`config.mk`:
```
export PLATFORM = sky130hd
export DESIGN_NAME = keypad_encoder
export DESIGN_NICKNAME = d
export VERILOG_FILES = /design/src/rtl/keypad_pkg.sv /design/src/rtl/keypad_encoder_sync2.sv /design/src/rtl/keypad_encoder.sv
export SDC_FILE = /design/constraint.sdc
export NUM_CORES = 1
export LEC_CHECK = 0
export CORE_MARGIN = 10
export CORE_UTILIZATION = 55
export DETAILED_ROUTE_END_ITERATION = 10
export GPL_ROUTABILITY_DRIVEN = 1
export PLACE_DENSITY = 0.79
export SYNTH_ARGS = -nofsm -noshare
export SYNTH_HDL_FRONTEND = slang
export SYNTH_SLANG_ARGS = --single-unit
```
`constraint.sdc`:
```
create_clock -name clk -period 5.7 [get_ports clk]
set_input_delay 1.71 -clock clk [delete_from_list [all_inputs] [get_ports clk]]
set_output_delay 1.71 -clock clk [all_outputs]
set_load 0.005 [all_outputs]
```
`src/rtl/keypad_pkg.sv`:
```
// keypad_pkg
//   Shared definitions for the 4x4 matrix keypad encoder:
//   - KEY_MAP      : hex code for each switch. The index is row*4 + col.
//   - kp_state_t   : debounce FSM states.
//   - kp_class_t   : classification of one full 16-switch scan.
//   - classify()   : counts the closed switches in a snapshot.
//   - lowest_set() : gives the index of the lowest closed switch in a snapshot.
package keypad_pkg;

    typedef enum logic [0:0] {
        IDLE = 1'b0,
        HELD = 1'b1
    } kp_state_t;

    typedef enum logic [1:0] {
        NONE   = 2'd0,
        SINGLE = 2'd1,
        MULTI  = 2'd2
    } kp_class_t;

    // Rows top to bottom: 1 2 3 A / 4 5 6 B / 7 8 9 C / 0 F E D
    localparam logic [3:0] KEY_MAP [16] = '{
        4'h1, 4'h2, 4'h3, 4'hA,
        4'h4, 4'h5, 4'h6, 4'hB,
        4'h7, 4'h8, 4'h9, 4'hC,
        4'h0, 4'hF, 4'hE, 4'hD
    };

    function automatic kp_class_t classify(input logic [15:0] snap);
        int n;
        n = 0;
        for (int i = 0; i < 16; i++) begin
            n += int'(snap[i]);
        end
        if (n == 0) begin
            return NONE;
        end else if (n == 1) begin
            return SINGLE;
        end else begin
            return MULTI;
        end
    endfunction

    // Only meaningful when exactly one bit is set.
    function automatic logic [3:0] lowest_set(input logic [15:0] snap);
        logic [3:0] idx;
        idx = 4'd0;
        for (int i = 15; i >= 0; i--) begin
            if (snap[i]) begin
                idx = 4'(i);
            end
        end
        return idx;
    endfunction

endpackage

```
`src/rtl/keypad_encoder_sync2.sv`:
```
// sync2
//   Two-flop synchronizer for a bus of independent quasi-static lines.
//   Ports:
//     clk   - destination clock
//     reset - asynchronous, active-high; loads RST_VAL into both stages
//     d     - asynchronous input bus
//     q     - synchronized output, two clk cycles behind d
module sync2 #(
    parameter int                 WIDTH   = 1,
    parameter logic [WIDTH-1:0]   RST_VAL = '0
) (
    input  logic             clk,
    input  logic             reset,
    input  logic [WIDTH-1:0] d,
    output logic [WIDTH-1:0] q
);

    logic [WIDTH-1:0] meta;

    always_ff @(posedge clk or posedge reset) begin
        if (reset) begin
            meta <= RST_VAL;
            q    <= RST_VAL;
        end else begin
            meta <= d;
            q    <= meta;
        end
    end

endmodule

```
`src/rtl/keypad_encoder.sv`:
```
// keypad_encoder
//   Scans a 4x4 active-low matrix keypad one column at a time. It collects a
//   16-switch snapshot for each full scan, debounces the result across scans,
//   and reports the accepted key as a hex code with a one-cycle strobe.
//   Ports:
//     clk       - system clock
//     reset     - asynchronous, active-high; discards all scan/debounce progress
//     row[3:0]  - keypad rows, active-low, asynchronous (synchronized inside)
//     col[3:0]  - column drive, active-low, exactly one bit low
//     key[3:0]  - code of last accepted key; held after release
//     key_valid - one-cycle pulse when a new press is accepted
//     key_held  - high while the accepted key is considered pressed
//
//   state | meaning
//   ------+------------------------------------------------------------------
//   IDLE  | no key accepted; counting consecutive scans of the same single key
//   HELD  | key accepted; counting consecutive all-open scans before release
module keypad_encoder
    import keypad_pkg::*;
#(
    parameter int SCAN_DIV = 50000,
    parameter int DEBOUNCE = 4
) (
    input  logic       clk,
    input  logic       reset,
    input  logic [3:0] row,
    output logic [3:0] col,
    output logic [3:0] key,
    output logic       key_valid,
    output logic       key_held
);

    localparam int DW = $clog2(SCAN_DIV);
    localparam int CW = $clog2(DEBOUNCE + 1);
    localparam logic [DW-1:0] DWELL_LAST = DW'(SCAN_DIV - 1);
    localparam logic [CW-1:0] CNT_MAX    = CW'(DEBOUNCE);

    // ------------------------------------------------------------------
    // Row synchronizer (rows idle high, so reset to all-open)
    // ------------------------------------------------------------------
    logic [3:0] row_sync;

    sync2 #(
        .WIDTH   (4),
        .RST_VAL (4'hF)
    ) u_row_sync (
        .clk   (clk),
        .reset (reset),
        .d     (row),
        .q     (row_sync)
    );

    // ------------------------------------------------------------------
    // Column sequencer and snapshot
    // ------------------------------------------------------------------
    logic [DW-1:0]     dwell;
    logic [1:0]        c;
    logic [3:0][3:0]   snapshot;      // [row][col], flattens to bit row*4+col
    logic [3:0][3:0]   snap_next;
    logic              sample;
    logic              scan_end;

    assign sample   = (dwell == DWELL_LAST);
    assign scan_end = sample && (c == 2'd3);
    assign col      = ~(4'b0001 << c);

    // The current column is merged into the snapshot at the sample point.
    // That way the end-of-scan classification can see all 16 switches in
    // the same cycle.
    always_comb begin
        snap_next       = snapshot;
        snap_next[0][c] = ~row_sync[0];
        snap_next[1][c] = ~row_sync[1];
        snap_next[2][c] = ~row_sync[2];
        snap_next[3][c] = ~row_sync[3];
    end

    always_ff @(posedge clk or posedge reset) begin
        if (reset) begin
            dwell    <= '0;
            c        <= 2'd0;
            snapshot <= '0;
        end else if (sample) begin
            dwell    <= '0;
            c        <= c + 2'd1;
            snapshot <= snap_next;
        end else begin
            dwell    <= dwell + DW'(1);
        end
    end

    // ------------------------------------------------------------------
    // Scan classifier
    // ------------------------------------------------------------------
    kp_class_t  scan_class;
    logic [3:0] scan_code;

    assign scan_class = classify(snap_next);
    assign scan_code  = KEY_MAP[lowest_set(snap_next)];

    // ------------------------------------------------------------------
    // Debounce FSM
    // ------------------------------------------------------------------
    kp_state_t     state;
    logic [CW-1:0] cnt;
    logic [CW-1:0] cnt_inc;
    logic [CW-1:0] cnt_next;
    logic [3:0]    cand;
    logic          hit;

    assign cnt_inc = (cnt == CNT_MAX) ? cnt : cnt + CW'(1);

    always_comb begin
        cnt_next = '0;
        case (state)
            IDLE: begin
                if (scan_class == SINGLE) begin
                    cnt_next = (scan_code == cand) ? cnt_inc : CW'(1);
                end
            end
            HELD: begin
                if (scan_class == NONE) begin
                    cnt_next = cnt_inc;
                end
            end
            default: cnt_next = '0;
        endcase
    end

    assign hit = (cnt_next == CNT_MAX);

    always_ff @(posedge clk or posedge reset) begin
        if (reset) begin
            state     <= IDLE;
            cnt       <= '0;
            cand      <= 4'h0;
            key       <= 4'h0;
            key_valid <= 1'b0;
        end else begin
            key_valid <= 1'b0;
            if (scan_end) begin
                case (state)
                    IDLE: begin
                        if (hit) begin
                            key       <= scan_code;
                            key_valid <= 1'b1;
                            state     <= HELD;
                            cnt       <= '0;
                        end else begin
                            cnt <= cnt_next;
                        end
                        if (scan_class == SINGLE) begin
                            cand <= scan_code;
                        end
                    end
                    HELD: begin
                        // Extra keys pressed while held only hold off the release.
                        if (hit) begin
                            state <= IDLE;
                            cnt   <= '0;
                            cand  <= 4'h0;
                        end else begin
                            cnt <= cnt_next;
                        end
                    end
                    default: begin
                        state <= IDLE;
                        cnt   <= '0;
                    end
                endcase
            end
        end
    end

    assign key_held = (state == HELD);

endmodule

```
==> results.md <==
* Total gr overflow at 0
* Unique masters post-synth at 61
* Hold buffers post-CTS at 0
* Post-synth ARST share at 1.00
* Commonest non-fill, non-tap cell in the layout: nand2_1
* Commonest non-fill, non-tap cells in the layout: nand2_1 (55), dfrtp_1 (46), inv_1 (26), o21ai_0 (21), buf_4 (21)
* Area Overhead vs Synth at 16.2%
* Leakage at 1.85 nW
* Endpoints failing hold at 0
* Minimum clock period at 5.49 ns
* Via density at 5.96
* Total wire length at 7.93 mm
* Max IR drop VDD at 0.000209 V
* Die height at 99.5 um
* Total nets after synthesis at 398
* CP Capture Type: flop
* Iteration count of the initial detailed-routing pass at 5
* Initial drt markers at 237
* Number of flops mapped to enable cells by yosys at 0
* Core Box Area at 6030 um2
* Layout cells sized above 1 at 0.183
* # Post-CTS Setup Buffers at 0
* Pwr Total at 0.000687 W
* Worst Path Required at 5.92 ns
* Kind of critical path: flop to flop
* Syn Area/Cell at 9.49 um2
* Clk slew on worst S/H paths at 0.10 ns
* Register area share after synthesis at 0.399
* Row Count at 28
* Fin crit share at 0.963
* Nets at 430
* Fmax at 182 MHz
* Final Util at 0.670
* GPL Wtd Cong at 0.916
* Mapped cell area at 3470 um2
* Diode count at 0
* Max Root-Sink Buffers at 2
* Vias at 2823
* Die Span X at 99.5 um
* Worst Clk Skew at 0.00777 ns
* Power density over cell area at 170 nW/um2
* Ys Warns at 0
* Clock sinks at 55
* DRT antenna net count at 0
* Num CTS Buffers at 5
* Post-detail-place hpwl at 5.69 mm
* Max cap viols at 0
* Seq cells post-synth at 55
* Hold WC Path Type: flop to flop
* Slew @ Worst Pin at 0.987 ns
* Clock Latency Late Sink at 0.32 ns
* Port bufs at 15
* Rel. slew slack at 0.340
* Synthesized instance count at 366
* Status: complete, no violations
* Crit path DAT at 5.70 ns
* DRC at 0
* CP startpoint kind: flop
* # setup viols final at 0
* Worst Path Max Fanout at 7
* Antenna violations before repair at 0
* Die area at 9900 um2
* WL/cell at 16.7 um
* Initial Util at 0.577
* Top_reg_cell synth: dfrtp_1
* Number of global-route vias before repair at 2818
* Total Routing Usage GR at 0.164
* H-Tree Depth at 2
* Clock root buffer: clkbuf_8
* Largest net degree at the start of global routing at 56
* CTS tree: done
* # IOs at 16
* First-pass GRT wire length at 13.5 mm
* Max-slew violations at 0
cells in the mapped netlist (all sizes together) (3+ instances only):
cell     count  area, um2
nand2       56        210
dfrtp       47       1180
inv         31        116
o21ai       30        150
nand2b      18        113
nor2        18       72.6
ha          16        200
fa          10        200
xor2        10       87.6
o211ai       9       67.6
and3         8       55.1
dfstp        8        210
xnor2        8       70.1
a21oi        7       35.0
clkbuf       7       26.3
nand3        7       40.0
nor3         7       35.0
o21a         5       37.5
buf          4       23.8
nor2b        4       25.0
o2111ai      4       35.0
o211a        4       40.0
a21boi       3       22.5
a22o         3       26.3
and2         3       18.8
mux2         3       45.0
nand4        3       33.8
o221ai       3       26.3
logic make-up (layout without fill, tap and decap cells):
family | count (synthesis) | count (layout) | share of synthesized area
and+or+nand+nor | 135 | 135 | 0.206
AOI/OAI and AO/OA | 86 | 86 | 0.170
DFF | 55 | 55 | 0.399
buffers and inverters | 42 | 75 | 0.0479
adders and majority gates | 26 | 26 | 0.115
xor gates and xnor gates | 18 | 18 | 0.0454
muxes | 4 | 4 | 0.0158
per-stage QoR:
step	area (um2)	TNS [ns]	setup WS [ns]	hold slack, ns	cells
global route	4040	-0.0288	-0.0116	0.369	474
CTS	3930	0	0.00116	0.362	474
global placement	3830	0	0.0914	0.346	466
floorplan	3480	0	0.00786	0.345	366
finish	4040	0	0.214	0.360	474
detailed placement	3830	-0.226	-0.0767	0.347	466
final cells by class:
type / instances / area [um2]
multi-input cells: 269 / 2040
fillers: 499 / 1990
clock inverters: 3 / 22.5
inverters: 31 / 116
clock buffers: 5 / 68.8
well taps: 75 / 93.8
flip-flops and latches: 55 / 1390
repair buffers: 36 / 308
layer usage:
| metal | vias up | track usage | routed length [um] |
|---|---|---|---|
| li1 | 1334 | - | - |
| met1 | 1386 | 0.208 | 3510 |
| met2 | 83 | 0.269 | 3890 |
| met3 | 20 | 0.0277 | 305 |
| met4 | 0 | 0.0673 | 222 |
| met5 | - | 0 | 0 |
final timing paths:
| kind | startpoint | to | slack (ns) | cells past startpoint |
|---|---|---|---|---|
| setup / recovery | c[1]$_DFFE_PP0N_ | key[1]$_DFFE_PP0P_ | 0.21 | 22 |
| hold / removal | u_row_sync.meta[1]$_DFF_PP1_ | u_row_sync.q[1]$_DFF_PP1_ | 0.36 | 0 |
| setup reg to reg | c[1]$_DFFE_PP0N_ | key[1]$_DFFE_PP0P_ | 0.21 | 22 |
| hold reg to reg | u_row_sync.meta[1]$_DFF_PP1_ | u_row_sync.q[1]$_DFF_PP1_ | 0.36 | 0 |
| max in group asynchronous | reset | c[0]$_DFFE_PP0N_ | 3.34 | 3 |
| min in group asynchronous | reset | dwell[6]$_DFF_PP0_ | 1.88 | 3 |
where the power goes:
part           internal (W)  switching, W   total, W  leakage, nW
registers          0.000395    0.00000387   0.000399        0.725
clock network     0.0000893      0.000140   0.000229       0.0489
logic             0.0000241     0.0000343  0.0000584         1.08
state kept, by name (all words and copies together), names as in the netlist:
name / cells
dwell: 16
u_row_sync.meta: 4
key: 4
key_held: 1
u_row_sync.q: 4
snapshot: 16
cnt: 3
cand: 4
c: 2
key_valid: 1
critical path: stages (launching register included):
cell and delay (ns):
dfrtp_1 0.44, inv_2 0.13, ha_4 0.18, nand2b_4 0.13, o21ai_2 0.06, buf_4 0.14, fa_1 0.56, fa_1 0.44
fa_1 0.51, inv_1 0.05, fa_1 0.43, inv_1 0.07, ha_2 0.17, inv_1 0.05, fa_1 0.37, nor2_1 0.12
a31oi_1 0.10, or4b_4 0.51, nor2_4 0.11, nand2_2 0.08, nor3_4 0.20, nand4_4 0.17, mux2_4 0.34
timing repair:
action | in CTS | in global routing
resized for setup | 4 | 29
setup endpoints to repair | 4 | 5
pin swaps | 1 | 6
Note: power is estimated with default switching activity, not from simulation.
